### config.mk
export PLATFORM = sky130hd
export DESIGN_NAME = pairwise_match_arbiter
export DESIGN_NICKNAME = d
export VERILOG_FILES = /design/src/rtl/pairwise_match_arbiter.sv
export SDC_FILE = /design/constraint.sdc
export NUM_CORES = 1
export LEC_CHECK = 0
export ABC_AREA = 1
export CORE_UTILIZATION = 45
export DETAILED_ROUTE_END_ITERATION = 10
export GPL_ROUTABILITY_DRIVEN = 0
export PLACE_DENSITY = 0.78
export SYNTH_ARGS = -nofsm -noshare
export SYNTH_HDL_FRONTEND = slang
export SYNTH_SLANG_ARGS = --single-unit
### constraint.sdc
create_clock -name clk -period 6.4 [get_ports clk]
set_input_delay 1.28 -clock clk [delete_from_list [all_inputs] [get_ports clk]]
set_output_delay 1.28 -clock clk [all_outputs]
set_load 0.05 [all_outputs]
### src/rtl/pairwise_match_arbiter.sv
// rtl/pairwise_match_arbiter.sv - two-requester round-robin front end for a shared 5-input XNOR-matrix unit
module pairwise_match_arbiter #(
  parameter int CNT_W = 8
) (
  input  logic             clk,
  input  logic             areset_n,
  input  logic             req0,
  input  logic [4:0]       vec0,
  output logic             gnt0,
  input  logic             req1,
  input  logic [4:0]       vec1,
  output logic             gnt1,
  output logic             out_valid,
  input  logic             out_ready,
  output logic [24:0]      out_match,
  output logic [4:0]       out_cnt,
  output logic             out_id,
  output logic [CNT_W-1:0] cnt0,
  output logic [CNT_W-1:0] cnt1
);

  logic             ptr_q, ptr_d;
  logic             out_valid_q, out_valid_d;
  logic [24:0]      out_match_q, out_match_d;
  logic [4:0]       out_cnt_q, out_cnt_d;
  logic             out_id_q, out_id_d;
  logic [CNT_W-1:0] cnt0_q, cnt0_d;
  logic [CNT_W-1:0] cnt1_q, cnt1_d;

  logic             can_accept;
  logic             g0, g1;
  logic [4:0]       v_sel;
  logic [24:0]      m;
  logic [4:0]       pc;

  always_comb begin
    can_accept = !out_valid_q || out_ready;
    // ptr_q names the requester that wins a contended cycle
    g0 = areset_n && can_accept && req0 && (!req1 || !ptr_q);
    g1 = areset_n && can_accept && req1 && (!req0 || ptr_q);
    v_sel = g1 ? vec1 : vec0;

    m = '0;
    for (int i = 0; i < 5; i++) begin
      for (int j = 0; j < 5; j++) begin
        m[24-(5*i+j)] = ~(v_sel[4-i] ^ v_sel[4-j]);
      end
    end
    pc = '0;
    for (int k = 0; k < 25; k++) begin
      pc = pc + 5'(m[k]);
    end

    ptr_d       = ptr_q;
    out_valid_d = out_valid_q;
    out_match_d = out_match_q;
    out_cnt_d   = out_cnt_q;
    out_id_d    = out_id_q;
    cnt0_d      = cnt0_q;
    cnt1_d      = cnt1_q;

    if (g0) ptr_d = 1'b1;
    else if (g1) ptr_d = 1'b0;

    // A grant while draining reloads the slot on the same edge
    if (g0 || g1) begin
      out_valid_d = 1'b1;
      out_match_d = m;
      out_cnt_d   = pc;
      out_id_d    = g1;
    end else if (out_ready) begin
      out_valid_d = 1'b0;
    end

    if (g0 && (cnt0_q != {CNT_W{1'b1}})) cnt0_d = cnt0_q + CNT_W'(1);
    if (g1 && (cnt1_q != {CNT_W{1'b1}})) cnt1_d = cnt1_q + CNT_W'(1);
  end

  always_ff @(posedge clk or negedge areset_n) begin
    if (!areset_n) begin
      ptr_q       <= 1'b0;
      out_valid_q <= 1'b0;
      out_match_q <= '0;
      out_cnt_q   <= '0;
      out_id_q    <= 1'b0;
      cnt0_q      <= '0;
      cnt1_q      <= '0;
    end else begin
      ptr_q       <= ptr_d;
      out_valid_q <= out_valid_d;
      out_match_q <= out_match_d;
      out_cnt_q   <= out_cnt_d;
      out_id_q    <= out_id_d;
      cnt0_q      <= cnt0_d;
      cnt1_q      <= cnt1_d;
    end
  end

  assign gnt0      = g0;
  assign gnt1      = g1;
  assign out_valid = out_valid_q;
  assign out_match = out_match_q;
  assign out_cnt   = out_cnt_q;
  assign out_id    = out_id_q;
  assign cnt0      = cnt0_q;
  assign cnt1      = cnt1_q;

endmodule
==> impl_metrics.json <==
{
  "drv_cap": 0,
  "finalMaxSlewViolations": 0,
  "finalHoldViolations": 0,
  "r2r_slack_ns": 2.32,
  "layout_min_cycle_time_ns": 5.143,
  "setup_viol": 0,
  "cts_tree": "done",
  "rsz0062_at_grt": "false",
  "cts_buffer_depth": 2,
  "synth_compound_area_share_pct": 5.410,
  "n_antenna_cell": 0,
  "viasPerCell": 4.748,
  "crit_buf_inv": 5,
  "io_pins": 65,
  "core_area_um2": 4414,
  "grt_max_degree": 35,
  "max-vdd-ir-drop_mv": 0.3050,
  "synth_top_family_by_area": "simple AND/OR/NAND/NOR gates",
  "max_slew_margin_pct": 65.10,
  "drive_gt1_share_pct": 9.764,
  "final_cell_area_um2": 2776,
  "end_kind": "flip-flop",
  "status": "complete, no violations",
  "grt_overflow": 0,
  "place_area_um2": 2681,
  "layout.nets": 326,
  "arrival_ns": 5.32,
  "hold_path_end": "out_cnt[0]",
  "wl_um": 4080,
  "yosys.area_share.simple_pct": 24.32,
  "path_cells": "clkdlybuf4s50_1 -> inv_1 -> a21boi_4 -> nand2_2 -> nand2_1 -> nand2_1 -> xnor2_1 -> fa_1 -> inv_1 -> ha_1 -> inv_1 -> fa_1 -> inv_1 -> ha_1 -> ha_1 -> ha_1 -> nor2_1 -> nand3_1 -> nand3_1 -> nand2_1",
  "ys.flop_type": "dfrtp_1",
  "r2r_end": "out_cnt[3]",
  "synth.area.top_cells": "dfrtp_1, nand2_1, ha_1, buf_4, xor2_1",
  "synth.most_common_cell": "nand2_1",
  "vias": 1657,
  "ctsHoldBuffers": 0,
  "synth_adder_area_share_pct": 9.988,
  "ant_nets": 0,
  "finalSetupTns_ns": 0,
  "synth_edf_count": 0,
  "clock_insertion_delay_worst_skew_ns": 0.29,
  "drc": 0,
  "dieArea_um2": 4954,
  "synth_top_area_share_pct": 40.43,
  "syn2layout_area_growth_pct": 31.93,
  "portBuffers": 63,
  "start_kind": "input pin",
  "dr.pass1.iters": 7,
  "max_freq_mhz": 194.5,
  "instances_no_fill": 349,
  "dp_hpwl_um": 3241,
  "start_util_pct": 47.68,
  "worstReg2RegStart": "out_valid",
  "syn_area_per_cell_um2": 8.696,
  "cp_max_fo": 12,
  "rr_worst_depth": 18,
  "yosysTopAreaCell": "dfrtp_1",
  "h-tree-depth": 2,
  "synthCells": 242,
  "grt_pass1_wl_um": 6699,
  "synthesis.area_um2": 2105,
  "postCtsSetupBuffers": 0,
  "dp.cells": 341,
  "power.density_nw_per_um2": 509.8,
  "crit_family": "adder cells",
  "worst_path_max_delay_cell": "fa_1",
  "p_leak_nw": 1.359,
  "critPathKind": "in -> reg",
  "path_clk_slew_ns": 0.07,
  "die_y_um": 70.39,
  "tightest_slew_ns": 0.5218,
  "synth.area.mux_share_pct": 0,
  "hp-start": "out_cnt[0]",
  "synth-xor-area-share_pct": 8.740,
  "cts_resized": 0,
  "yosys-top-cells-count": "nand2_1, dfrtp_1, inv_1",
  "dieWidth_um": 70.39,
  "grt_util_all_layers_pct": 17.36,
  "fillers": 381,
  "async_flop_share_pct": 100.0,
  "slowest_delay_ns": 0.50,
  "rows": 24,
  "clock_sinks": 34,
  "synth_warnings": 0,
  "yosysSeqAreaShare_pct": 40.43,
  "drt-initial-drc-count": 110,
  "fin_skew_ns": 0.004563,
  "hold_path.class": "reg -> reg",
  "clk_root_buffer_cell": "clkbuf_8",
  "period_share_pct": 80.35,
  "required_ns": 6.58,
  "hold_depth": 1,
  "wl_per_cell_um": 11.69,
  "ys_ff_latch": 34,
  "cts_buffers": 5,
  "synth.distinct_cells": 31,
  "first_global_vias": 1487,
  "synth_nets": 272,
  "grt_antenna_before_repair": 0
}
report_power, final:
part	leakage, nW	internal [mW]	switching [mW]
logic	0.895	0.328	0.583
clock network	0.0472	0.0864	0.0790
registers	0.417	0.281	0.0588
total	1.36	0.695	0.720
worst max path at each step:
stage | slack (ns) | to | startpoint | cells past startpoint
5_1_grt | 0.95 | out_cnt[3] | out_ready | 20
4_1_cts | 1.24 | out_cnt[3] | out_ready | 20
3_5_place_dp | 0.99 | out_cnt[3] | out_ready | 20
6_report | 1.26 | out_cnt[3] | out_ready | 20
2_1_floorplan | 1.65 | out_cnt[3] | out_ready | 21
3_3_place_gp | 1.10 | out_cnt[3] | out_ready | 20
flip-flops by register name, summed over array words and instances, names as in the netlist:
signal	cells
out_valid	1
ptr_q	1
out_match	11
out_id	1
cnt1	8
cnt0	8
out_cnt	4
kinds of logic (layout without fill, tap and decap cells):
| family | Yosys count | count (layout) |
|---|---|---|
| AOI/OAI and AO/OA | 15 | 15 |
| xor gates and xnor gates | 21 | 21 |
| buffers and inverters | 43 | 98 |
| adders and majority gates | 15 | 15 |
| DFF | 34 | 34 |
| and+or+nand+nor | 113 | 113 |
| other | 1 | 1 |
layout by cell type, fill, tap and decap left out:
cell type	n
clkinv_1	1
buf_4	2
nand3b_1	3
and2_4	1
inv_2	1
clkdlybuf4s50_1	63
o21ai_1	1
dfrtp_1	34
o21ai_0	9
clkbuf_8	6
o21ai_4	1
nor2_2	1
a21oi_1	1
nor2_1	8
nand2_1	67
nand2_2	7
inv_1	22
clkinvlp_4	1
a21oi_4	1
nand3_1	20
fa_1	3
xor2_1	12
o21bai_1	1
inv_4	1
nor3b_1	1
nand2_4	1
nor2_4	1
a21boi_4	1
clkinv_2	1
ha_1	12
conb_1	1
or2_2	3
xnor2_1	9
per-layer routing:
layer | part of all wire [%] | wire (um) | GRT usage (%) | up-vias
met1 | 46 | 1897 | 23.18 | 758
met4 | 1.8 | 72 | 7.333 | 0
met2 | 47 | 1931 | 27.30 | 44
met5 | 0 | 0 | 0 | -
met3 | 4.4 | 179 | 3.463 | 7
li1 | - | - | - | 848
area by class of cell:
| cell class | count | area, um^2 | area share [%] |
|---|---|---|---|
| inverters | 25 | 96.34 | 3.470 |
| multi-input cells | 165 | 1023 | 36.86 |
| clock inverters | 2 | 12.51 | 0.4507 |
| flip-flops and latches | 34 | 850.8 | 30.64 |
| well taps | 52 | 65.06 | 2.343 |
| clock buffers | 6 | 82.58 | 2.974 |
| repair buffers | 65 | 645.6 | 23.25 |
through the flow:
stage	power [mW]	hold slack, ns	worst slack [ns]	util [%]
final	1.415	0.4644	1.257	62.90
after global routing	1.526	0.4832	0.9527	62.90
after CTS	1.427	0.4704	1.240	62.90
after detailed placement	1.258	0.4545	0.9867	60.74
after global placement	1.237	0.4530	1.096	60.74
after floorplan	1.023	0.5537	1.655	-
Power figures use the tool's default switching activity.
==> patch: new RTL, same settings <==
`CNT_W`: 8 -> 7.
--- a/src/rtl/pairwise_match_arbiter.sv
+++ b/src/rtl/pairwise_match_arbiter.sv
@@ -1,6 +1,6 @@
 // rtl/pairwise_match_arbiter.sv - two-requester round-robin front end for a shared 5-input XNOR-matrix unit
 module pairwise_match_arbiter #(
-  parameter int CNT_W = 8
+  parameter int CNT_W = 7
 ) (
   input  logic             clk,
   input  logic             areset_n,
Interface: changed (resized cnt0 and cnt1); port bits go from 65 to 63. The function was not compared with the original's and may differ.
==> patch against the original RTL <==
  * Synthesized cell count decreased by 12%
  * Cell count decreased by 8.6%
  * Wire length decreased by 2.0%
  * Critical endpoint is now out_cnt[4]
  * Setup slack got worse by 0.041 ns
  * Cell area decreased by 5.4%
  * Sequential cell count decreased by 2
  * Via count decreased by 11%
  * Power increased by 11%
  * Synthesized area decreased by 8.4%
==> patch: results (changes against the original RTL) <==
* Sequential cell area share at 0.3049 (was 0.3064)
* Initial DRC count at 57 (was 110)
* Synth area leaders: dfrtp_1 42%, nand2_1 12%, xor2_1 7.3%, buf_4 5.8%, ha_1 5.8% (was dfrtp_1 40%, nand2_1 12%, ha_1 7.1%, buf_4 5.4%, xor2_1 5.0%)
* Drt pass-1 iters at 4 (was 7)
* Setup Skew at 0.004617 ns (was 0.004563 ns)
* GRT met2 Usage at 0.3113 (was 0.2730)
* Layout non-clock buf frac at 0.2420 (was 0.2325)
* Register-to-register setup slack at 2.30 ns (was 2.32 ns)
* Largest register FFs at 10 (was 11)
* Clock Sinks at 32 (was 34)
* Hold depth at 2 (was 1)
* HP Start: out_cnt[3] (was out_cnt[0])
* Cells after DPL at 311 (was 341)
* Multi-input gates at 145 (was 165)
* Vias at 1,476 (was 1,657)
* Worst-path maximum fanout at 10 (was 12)
* # fillers at 342 (was 381)
* Cell Area, Placed at 2500 µm² (was 2681 µm²)
* Synth Area in XOR/XNOR at 0.1000 (was 0.08740)
* Via count of the first global-routing pass at 1,435 (was 1,487)
* Met3 Resource Use GR at 0.03716 (was 0.03463)
* Post-synth cell types at 32 (was 31)
* Largest net degree at the start of global routing at 33 (was 35)
* Max VDD drop at 397.3 µV (was 305.0 µV)
* Total power at 0.001574 W (was 0.001415 W)
* Clock power share at 0.136 (was 0.117)
* Port bufs at 62 (was 63)
* Share of layout cells above drive strength 1 at 0.09294 (was 0.09764)
* Reg2reg path depth at 15 (was 18)
* Final nets at 296 (was 326)
* WP data arrival at 5.35 ns (was 5.32 ns)
* Non-clk bufs at 64 (was 65)
* Int Pwr at 0.0007882 W (was 0.0006949 W)
* Synth Area in Compound Gates at 0.06234 (was 0.05410)
* Min-Delay Endpoint: out_cnt[3] (was out_cnt[0])
* Vias/cell at 4.627 (was 4.748)
* Detail Placement HPWL at 3.090 mm (was 3.241 mm)
* Clock buf count at 7 (was 6)
* Leak at 1.272 nW (was 1.359 nW)
* Multi-input combinational area share at 0.3521 (was 0.3686)
* First-pass GRT wire length at 6.630 mm (was 6.699 mm)
* Met2 WL at 1.851 mm (was 1.931 mm)
* Layout clock area frac at 0.04812 (was 0.03425)
* Outcome: finished, final reports clean (unchanged)
* Met3 wire len at 192 µm (was 179 µm)
* Worst hold slack at 0.4863 ns (was 0.4644 ns)
* WL met1 at 1.868 mm (was 1.897 mm)
* Syn_area_per_cell at 9.046 µm² (was 8.696 µm²)
* DR WL/cell at 12.54 µm (was 11.69 µm)
* Rel. slew slack at 0.6626 (was 0.6510)
-- patch: changes by cell type after synthesis, sizes merged, moves of 3 or more --
cell and delta:
ha -3, nor3 +3, nand3 -12, inv -5, xor2 +4, nand2 -12
xnor2 -3
-- patch: kinds of logic (layout without fill, tap and decap cells) --
logic type               Yosys count  after routing
AO/OA/AOI/OAI                     16             16
XOR/XNOR                          22             22
adder cells (fa/ha/maj)           13             13
buffers and inverters             37             92
flip-flops                        32             32
multiplexers                       2              2
other                              1              2
AND/OR/NAND/NOR                   90             90
-- patch: how the worst max path moves through the flow --
| stage | from | end | slack [ns] | depth (start not counted) |
|---|---|---|---|---|
| after global placement | areset_n | out_cnt[4] | 0.99 | 16 |
| after CTS | areset_n | out_cnt[4] | 1.19 | 18 |
| final | areset_n | out_cnt[4] | 1.22 | 16 |
| after detailed placement | areset_n | out_cnt[4] | 0.88 | 18 |
| after floorplan | out_ready | out_cnt[4] | 1.51 | 16 |
| after global routing | areset_n | out_cnt[4] | 0.96 | 18 |
